[src/rtl/rs_call_sequencer_if.sv]
// Command, redirect and return-stack signals of the call sequencer.
// master = decode stage plus attached stack, slave = sequencer.
interface rs_call_sequencer_if #(
  parameter int unsigned WIDTH = 16,
  parameter int unsigned DW    = 7
) ();

  logic             cmd_valid;
  logic [1:0]       cmd_op;
  logic [WIDTH-1:0] cmd_target;
  logic [WIDTH-1:0] cur_pc;
  logic             cmd_ready;

  logic             pc_load;
  logic [WIDTH-1:0] pc_next;

  logic [1:0]       stack_op;
  logic [WIDTH-1:0] stack_w;
  logic [WIDTH-1:0] stack_a;

  logic [DW-1:0]    depth;
  logic             overflow;
  logic             underflow;
  logic             busy;

  modport master (
    output cmd_valid, cmd_op, cmd_target, cur_pc, stack_a,
    input  cmd_ready, pc_load, pc_next, stack_op, stack_w, depth, overflow, underflow, busy
  );

  modport slave (
    input  cmd_valid, cmd_op, cmd_target, cur_pc, stack_a,
    output cmd_ready, pc_load, pc_next, stack_op, stack_w, depth, overflow, underflow, busy
  );

endinterface

[src/rtl/rs_call_sequencer.sv]
// Return-stack call sequencer: maps call/ret/flush commands onto stack push/pop
// operations and PC redirects, tracking occupancy and sticky overflow/underflow.
module rs_call_sequencer #(
  parameter int unsigned      DEPTH     = 64,
  parameter int unsigned      WIDTH     = 16,
  parameter int unsigned      DW        = 7,
  parameter int unsigned      PC_STEP   = 1,
  parameter logic [WIDTH-1:0] TRAP_ADDR = '0
) (
  input logic                clk,
  input logic                reset,
  rs_call_sequencer_if.slave bus
);

  localparam logic [1:0] OpNop   = 2'b00;
  localparam logic [1:0] OpCall  = 2'b01;
  localparam logic [1:0] OpRet   = 2'b10;
  localparam logic [1:0] OpFlush = 2'b11;

  localparam logic [1:0] StackNop  = 2'b00;
  localparam logic [1:0] StackPush = 2'b01;
  localparam logic [1:0] StackPop  = 2'b11;

  typedef enum logic [0:0] {
    StIdle,
    StFlush
  } state_e;

  state_e           state_q, state_d;

  logic [1:0]       stack_op_q, stack_op_d;
  logic [WIDTH-1:0] stack_w_q, stack_w_d;
  logic             pc_load_q, pc_load_d;
  logic [WIDTH-1:0] pc_next_q, pc_next_d;
  logic [DW-1:0]    depth_q, depth_d;
  logic             overflow_q, overflow_d;
  logic             underflow_q, underflow_d;
  logic             busy_q, busy_d;

  logic cmd_ready;
  logic accept;
  logic full;
  logic empty;
  logic last_pop;

  assign cmd_ready = (state_q == StIdle) && !reset;
  assign accept    = bus.cmd_valid && cmd_ready && (bus.cmd_op != OpNop);
  assign full      = (depth_q == DW'(DEPTH));
  assign empty     = (depth_q == '0);
  // Flush never runs with depth 0, so depth 1 marks the final pop.
  assign last_pop  = (depth_q <= DW'(1));

  // State register
  always_ff @(posedge clk) begin
    if (reset) begin
      state_q <= StIdle;
    end else begin
      state_q <= state_d;
    end
  end

  // Next-state logic
  always_comb begin
    state_d = state_q;
    case (state_q)
      StIdle: begin
        if (accept && (bus.cmd_op == OpFlush) && !empty) begin
          state_d = StFlush;
        end
      end
      StFlush: begin
        if (last_pop) begin
          state_d = StIdle;
        end
      end
      default: state_d = StIdle;
    endcase
  end

  // Output next-values; stack_op and pc_load fall back to zero every cycle.
  always_comb begin
    stack_op_d  = StackNop;
    stack_w_d   = stack_w_q;
    pc_load_d   = 1'b0;
    pc_next_d   = pc_next_q;
    depth_d     = depth_q;
    overflow_d  = overflow_q;
    underflow_d = underflow_q;
    busy_d      = busy_q;

    case (state_q)
      StIdle: begin
        if (accept) begin
          case (bus.cmd_op)
            OpCall: begin
              stack_op_d = StackPush;
              stack_w_d  = bus.cur_pc + WIDTH'(PC_STEP);
              pc_load_d  = 1'b1;
              pc_next_d  = bus.cmd_target;
              // A full stack still takes the push and drops its oldest entry.
              if (full) begin
                overflow_d = 1'b1;
              end else begin
                depth_d = depth_q + 1'b1;
              end
            end
            OpRet: begin
              pc_load_d = 1'b1;
              if (empty) begin
                pc_next_d   = TRAP_ADDR;
                underflow_d = 1'b1;
              end else begin
                pc_next_d  = bus.stack_a;
                stack_op_d = StackPop;
                depth_d    = depth_q - 1'b1;
              end
            end
            OpFlush: begin
              if (empty) begin
                overflow_d  = 1'b0;
                underflow_d = 1'b0;
              end else begin
                busy_d = 1'b1;
              end
            end
            default: ;
          endcase
        end
      end
      StFlush: begin
        stack_op_d = StackPop;
        depth_d    = depth_q - 1'b1;
        if (last_pop) begin
          busy_d      = 1'b0;
          overflow_d  = 1'b0;
          underflow_d = 1'b0;
        end
      end
      default: ;
    endcase
  end

  always_ff @(posedge clk) begin
    if (reset) begin
      stack_op_q  <= StackNop;
      stack_w_q   <= '0;
      pc_load_q   <= 1'b0;
      pc_next_q   <= '0;
      depth_q     <= '0;
      overflow_q  <= 1'b0;
      underflow_q <= 1'b0;
      busy_q      <= 1'b0;
    end else begin
      stack_op_q  <= stack_op_d;
      stack_w_q   <= stack_w_d;
      pc_load_q   <= pc_load_d;
      pc_next_q   <= pc_next_d;
      depth_q     <= depth_d;
      overflow_q  <= overflow_d;
      underflow_q <= underflow_d;
      busy_q      <= busy_d;
    end
  end

  assign bus.cmd_ready = cmd_ready;
  assign bus.stack_op  = stack_op_q;
  assign bus.stack_w   = stack_w_q;
  assign bus.pc_load   = pc_load_q;
  assign bus.pc_next   = pc_next_q;
  assign bus.depth     = depth_q;
  assign bus.overflow  = overflow_q;
  assign bus.underflow = underflow_q;
  assign bus.busy      = busy_q;

endmodule

[src/flat_wrapper.sv]
// flat-port wrapper written by rule: the top's interface ports become plain ports
module rs_call_sequencer_flat 
#(
  parameter int unsigned      DEPTH     = 64,
  parameter int unsigned      WIDTH     = 16,
  parameter int unsigned      DW        = 7,
  parameter int unsigned      PC_STEP   = 1,
  parameter logic [WIDTH-1:0] TRAP_ADDR = '0
)
  (clk, reset, bus_cmd_valid, bus_cmd_op, bus_cmd_target, bus_cur_pc, bus_stack_a, bus_cmd_ready, bus_pc_load, bus_pc_next, bus_stack_op, bus_stack_w, bus_depth, bus_overflow, bus_underflow, bus_busy);
  rs_call_sequencer_if #(.WIDTH(WIDTH), .DW(DW)) bus_i ();
  input logic clk;
  input logic reset;
  input wire logic [$bits(bus_i.cmd_valid)-1:0] bus_cmd_valid;
  input wire logic [$bits(bus_i.cmd_op)-1:0] bus_cmd_op;
  input wire logic [$bits(bus_i.cmd_target)-1:0] bus_cmd_target;
  input wire logic [$bits(bus_i.cur_pc)-1:0] bus_cur_pc;
  input wire logic [$bits(bus_i.stack_a)-1:0] bus_stack_a;
  output wire logic [$bits(bus_i.cmd_ready)-1:0] bus_cmd_ready;
  output wire logic [$bits(bus_i.pc_load)-1:0] bus_pc_load;
  output wire logic [$bits(bus_i.pc_next)-1:0] bus_pc_next;
  output wire logic [$bits(bus_i.stack_op)-1:0] bus_stack_op;
  output wire logic [$bits(bus_i.stack_w)-1:0] bus_stack_w;
  output wire logic [$bits(bus_i.depth)-1:0] bus_depth;
  output wire logic [$bits(bus_i.overflow)-1:0] bus_overflow;
  output wire logic [$bits(bus_i.underflow)-1:0] bus_underflow;
  output wire logic [$bits(bus_i.busy)-1:0] bus_busy;
  assign bus_i.cmd_valid = bus_cmd_valid;
  assign bus_i.cmd_op = bus_cmd_op;
  assign bus_i.cmd_target = bus_cmd_target;
  assign bus_i.cur_pc = bus_cur_pc;
  assign bus_i.stack_a = bus_stack_a;
  assign bus_cmd_ready = bus_i.cmd_ready;
  assign bus_pc_load = bus_i.pc_load;
  assign bus_pc_next = bus_i.pc_next;
  assign bus_stack_op = bus_i.stack_op;
  assign bus_stack_w = bus_i.stack_w;
  assign bus_depth = bus_i.depth;
  assign bus_overflow = bus_i.overflow;
  assign bus_underflow = bus_i.underflow;
  assign bus_busy = bus_i.busy;
  rs_call_sequencer #(.DEPTH(DEPTH), .WIDTH(WIDTH), .DW(DW), .PC_STEP(PC_STEP), .TRAP_ADDR(TRAP_ADDR)) u_core (.clk(clk), .reset(reset), .bus(bus_i));
endmodule
[config.mk]
export PLATFORM = sky130hd
export DESIGN_NAME = rs_call_sequencer_flat
export DESIGN_NICKNAME = d
export VERILOG_FILES = /design/src/rtl/rs_call_sequencer_if.sv /design/src/rtl/rs_call_sequencer.sv /design/src/flat_wrapper.sv
export SDC_FILE = /design/constraint.sdc
export NUM_CORES = 1
export LEC_CHECK = 0
export CORE_MARGIN = 2
export CORE_UTILIZATION = 30
export CTS_BUF_LIST = sky130_fd_sc_hd__clkbuf_4 sky130_fd_sc_hd__clkbuf_8
export CTS_CLUSTER_DIAMETER = 150
export CTS_CLUSTER_SIZE = 40
export DETAILED_ROUTE_END_ITERATION = 10
export PLACE_DENSITY_LB_ADDON = 0.05
export SETUP_SLACK_MARGIN = 0.5
export SLEW_MARGIN = 20
export SYNTH_ARGS = -nofsm -noshare
export SYNTH_HDL_FRONTEND = slang
export SYNTH_SLANG_ARGS = --single-unit
[constraint.sdc]
create_clock -name clk -period 3.67 [get_ports clk]
set_input_delay 0.734 -clock clk [delete_from_list [all_inputs] [get_ports clk]]
set_output_delay 0.734 -clock clk [all_outputs]
set_load 0.02 [all_outputs]
==> impl_metrics.py <==
metrics = {
    "critical_path": {
        "crit_slowest_cell": "clkdlybuf4s50_1",
        "rr_worst_depth": 5,
        "critical_path_required_ns": 3.90,
        "critPathLaunch": "bus_cmd_op[0]",
        "r2r_start": "u_core.state_q$_SDFF_PP0_",
        "crit_path_end": "u_core.bus.stack_op[0]$_SDFF_PP0_",
        "r2r_end": "u_core.bus.stack_op[0]$_SDFF_PP0_",
        "rrSetupSlack_ns": 1.37,
        "arrival_ns": 3.18,
        "critPathMaxFanout": 19,
        "cp-start-kind": "input pin",
        "cp-end-kind": "register",
        "worstSetupPathType": "in2reg",
        "max_stage_delay_ns": 0.51,
        "path_cells": "clkdlybuf4s50_1 > inv_1 > ha_1 > nor4b_4 > nand2_1 > clkinvlp_4 > o21ai_0 > a21oi_1",
    },
    "yosys": {
        "avgSynthCellArea_um2": 8.59,
        "yosys.area.top_type": "dfxtp_1",
        "synth_cells": 278,
        "synth_area_leaders": "dfxtp_1, nor2_1, a221oi_1, ha_1, a211oi_1",
        "ys.flop_type": "dfxtp_1",
        "syn_area_um2": 2390,
        "yosysWarnings": 0,
        "synth_seq_cells": 46,
        "synth_cell_types": 47,
        "synth_fp_nets": 340,
        "synth_edf_count": 0,
        "synth_top_area_share_pct": 38.6,
        "seq_area_frac_synth_pct": 38.6,
        "postSynth.asyncResetShare_pct": 0,
    },
    "power_and_ir_drop": {
        "p_int_uw": 778,
        "p_sw_uw": 316,
        "leakage_uw": 0.00123,
        "clock_power_share_pct": 29.7,
        "p_sw_share_pct": 28.9,
        "combPwrFrac_pct": 21.8,
        "power_uw": 1090,
        "peakVddDrop_mv": 0.113,
        "seq_power_share_pct": 48.5,
        "power_density_nw_per_um2": 307,
    },
    "sta": {
        "skew_ns": 0.00854,
        "rsz0062_at_grt": "no",
        "period_minus_slack_ns": 2.95,
        "hold_viol": 0,
        "period_share_pct": 80.3,
        "relSlewSlack_pct": 45.5,
        "setup_tns_ns": 0,
        "slew_violations": 0,
        "fmax_ghz": 0.339,
        "setup_viol": 0,
        "worstMarginPinSlew_ns": 0.818,
    },
    "clock_tree": {
        "cts_buffers": 5,
        "numClockSinks": 46,
        "tritoncts": "yes",
        "clockBufferDepth": 2,
        "cts.reportedPaths.clkPinSlew_ns": 0.09,
        "root_buffer": "clkbuf_8",
        "htree_levels": 2,
        "post_cts_buffers": 0,
        "clk-insertion-delay-late_ns": 0.30,
    },
    "detailed_routing": {
        "drt_iter0_markers": 111,
        "route.detailed.drc": 0,
        "viasPerCell": 5.03,
        "postRouteWirelength_um": 6790,
        "drt_pass1_iterations": 4,
        "wire_per_inst_um": 14.3,
        "num_vias": 2392,
        "final_antenna_net_count": 0,
    },
    "cells_and_area": {
        "syn_to_final_growth_pct": 49.3,
        "nNetsFinal": 435,
        "drive_above_1_share_pct": 5.88,
        "num_antenna_cells": 0,
    },
    "global_route": {
        "grt_pass1_wl_um": 10900,
        "grt_usage_pct": 15.6,
        "antenna_found_initial": 0,
        "grt_overflow": 0,
        "grt_max_degree": 35,
        "first_global_vias": 2234,
    },
    "floorplan": {
        "core_um2": 7730,
        "io_pins": 99,
        "die_w_um": 93.2,
        "start_util_pct": 30.9,
        "die_area_um2": 8690,
        "die_height_um": 93.2,
        "fp-row-count": 32,
    },
    "placement": {
        "port_buffers": 98,
        "dp_hpwl_um": 4940,
        "place_congestion": 0.788,
    },
    "run_status": {
        "status": "completed",
    },
    "run": {
        "cap_violations": 0,
    },
    "min_path": {
        "hold_path.class": "reg2reg",
    },
}
[kinds of logic (layout without fill, tap and decap cells)]
kind of cell | count (synthesis) | count (layout) | synth area share, %
flops | 46 | 46 | 38.6
xor+xnor | 13 | 13 | 4.77
buf+inv | 26 | 122 | 4.40
compound gates | 73 | 73 | 22.2
fa+ha+maj | 9 | 9 | 4.72
mux | 8 | 8 | 3.62
simple gates | 103 | 103 | 21.7
[layout by cell type, fill, tap and decap left out, types with 3 or more instances in the layout]
| cell | synthesis | routed |
|---|---|---|
| clkbuf_8 | 0 | 5 |
| inv_1 | 10 | 10 |
| clkdlybuf4s50_1 | 0 | 98 |
| buf_4 | 0 | 4 |
| ha_1 | 9 | 9 |
| nand4_1 | 5 | 5 |
| nand2_1 | 9 | 9 |
| nor2b_1 | 5 | 5 |
| a211oi_1 | 13 | 13 |
| a21oi_1 | 10 | 10 |
| nor2_1 | 48 | 48 |
| nor3_1 | 8 | 8 |
| mux2_2 | 3 | 3 |
| nor4_1 | 7 | 7 |
| mux2i_1 | 3 | 3 |
| a221oi_1 | 16 | 16 |
| o21ai_0 | 19 | 19 |
| nand3_1 | 8 | 8 |
| xnor2_1 | 11 | 11 |
| dfxtp_1 | 46 | 46 |
[metal layers]
metal / vias up / share of wire, % / track usage (%)
li1: 1220 / - / -
met1: 1089 / 48 / 21.2
met2: 77 / 43 / 24.1
met3: 6 / 8.1 / 4.11
met4: 0 / 1.1 / 5.27
met5: - / 0 / 0
[power by group through the flow]
| stage | Combinational, uW | Sequential (uW) | Clock, uW |
|---|---|---|---|
| after floorplan | 91.7 | 563 | 0 |
| after CTS | 239 | 531 | 344 |
| after detailed placement | 238 | 542 | 0 |
| final | 238 | 531 | 325 |
| after global routing | 260 | 534 | 363 |
| after global placement | 238 | 542 | 0 |
[flip-flops by register name, summed over array words and instances, names as in the netlist]
signal and flops:
u_core.bus.pc_load 1, u_core.bus.underflow 1, u_core.bus.stack_op 2, u_core.bus.stack_w 16, u_core.bus.pc_next 16, u_core.bus.depth 7, u_core.state_q 1, u_core.bus.overflow 1
u_core.bus.busy 1
[stage by stage]
stage,std cells,hold WS [ns],setup slack (ns),utilization [%],cell area (um^2)
after floorplan,278,0.535,1.43,-,2390
after global placement,468,0.443,0.462,44.9,3470
after detailed placement,468,0.449,0.407,44.9,3470
after CTS,476,0.463,0.733,46.1,3560
after global routing,476,0.508,0.523,46.1,3560
final,476,0.459,0.723,46.1,3560
[worst min-delay path by stage]
stage	cells past startpoint	slack (ns)	from	end
6_report	2	0.46	u_core.bus.busy$_SDFFE_PP0P_	u_core.bus.busy$_SDFFE_PP0P_
5_1_grt	2	0.51	u_core.bus.busy$_SDFFE_PP0P_	u_core.bus.busy$_SDFFE_PP0P_
3_5_place_dp	2	0.45	u_core.bus.busy$_SDFFE_PP0P_	u_core.bus.busy$_SDFFE_PP0P_
3_3_place_gp	2	0.44	u_core.bus.busy$_SDFFE_PP0P_	u_core.bus.busy$_SDFFE_PP0P_
2_1_floorplan	2	0.53	u_core.bus.busy$_SDFFE_PP0P_	u_core.bus.busy$_SDFFE_PP0P_
4_1_cts	2	0.46	u_core.bus.busy$_SDFFE_PP0P_	u_core.bus.busy$_SDFFE_PP0P_
[worst max-delay path: cells and delay by family]
| kind | cells | cell delay, ns |
|---|---|---|
| buffers and inverters | 3 | 1.00 |
| and+or+nand+nor | 2 | 0.92 |
| AOI/OAI and AO/OA | 2 | 0.30 |
| adders and majority gates | 1 | 0.22 |
[final cells by class]
cell class	count	area [um^2]
clock buffer	5	68.8
clock inverter	3	25.0
fill	779	4160
sequential	46	921
multi-input combinational	206	1360
inverter	12	48.8
timing repair buffer	102	1010
tap	102	128
[timing repair]
item                                   4_1_cts  5_1_grt
endpoints found under the hold margin        0        0
hold buffers                                 0        0
gates resized for setup                      0        1
setup endpoints to repair                    0        1
[Yosys cell counts, drive strengths merged, types with 3 or more instances]
cell	count
nor2	48
dfxtp	46
o21ai	19
a221oi	16
a211oi	13
a21oi	11
xnor2	11
inv	10
ha	9
nand2	9
nand3	8
nor3	8
buf	7
clkbuf	7
nor4	7
mux2	5
nand4	5
nor2b	5
mux2i	3
No activity file was read; power rests on OpenSTA's default activity.
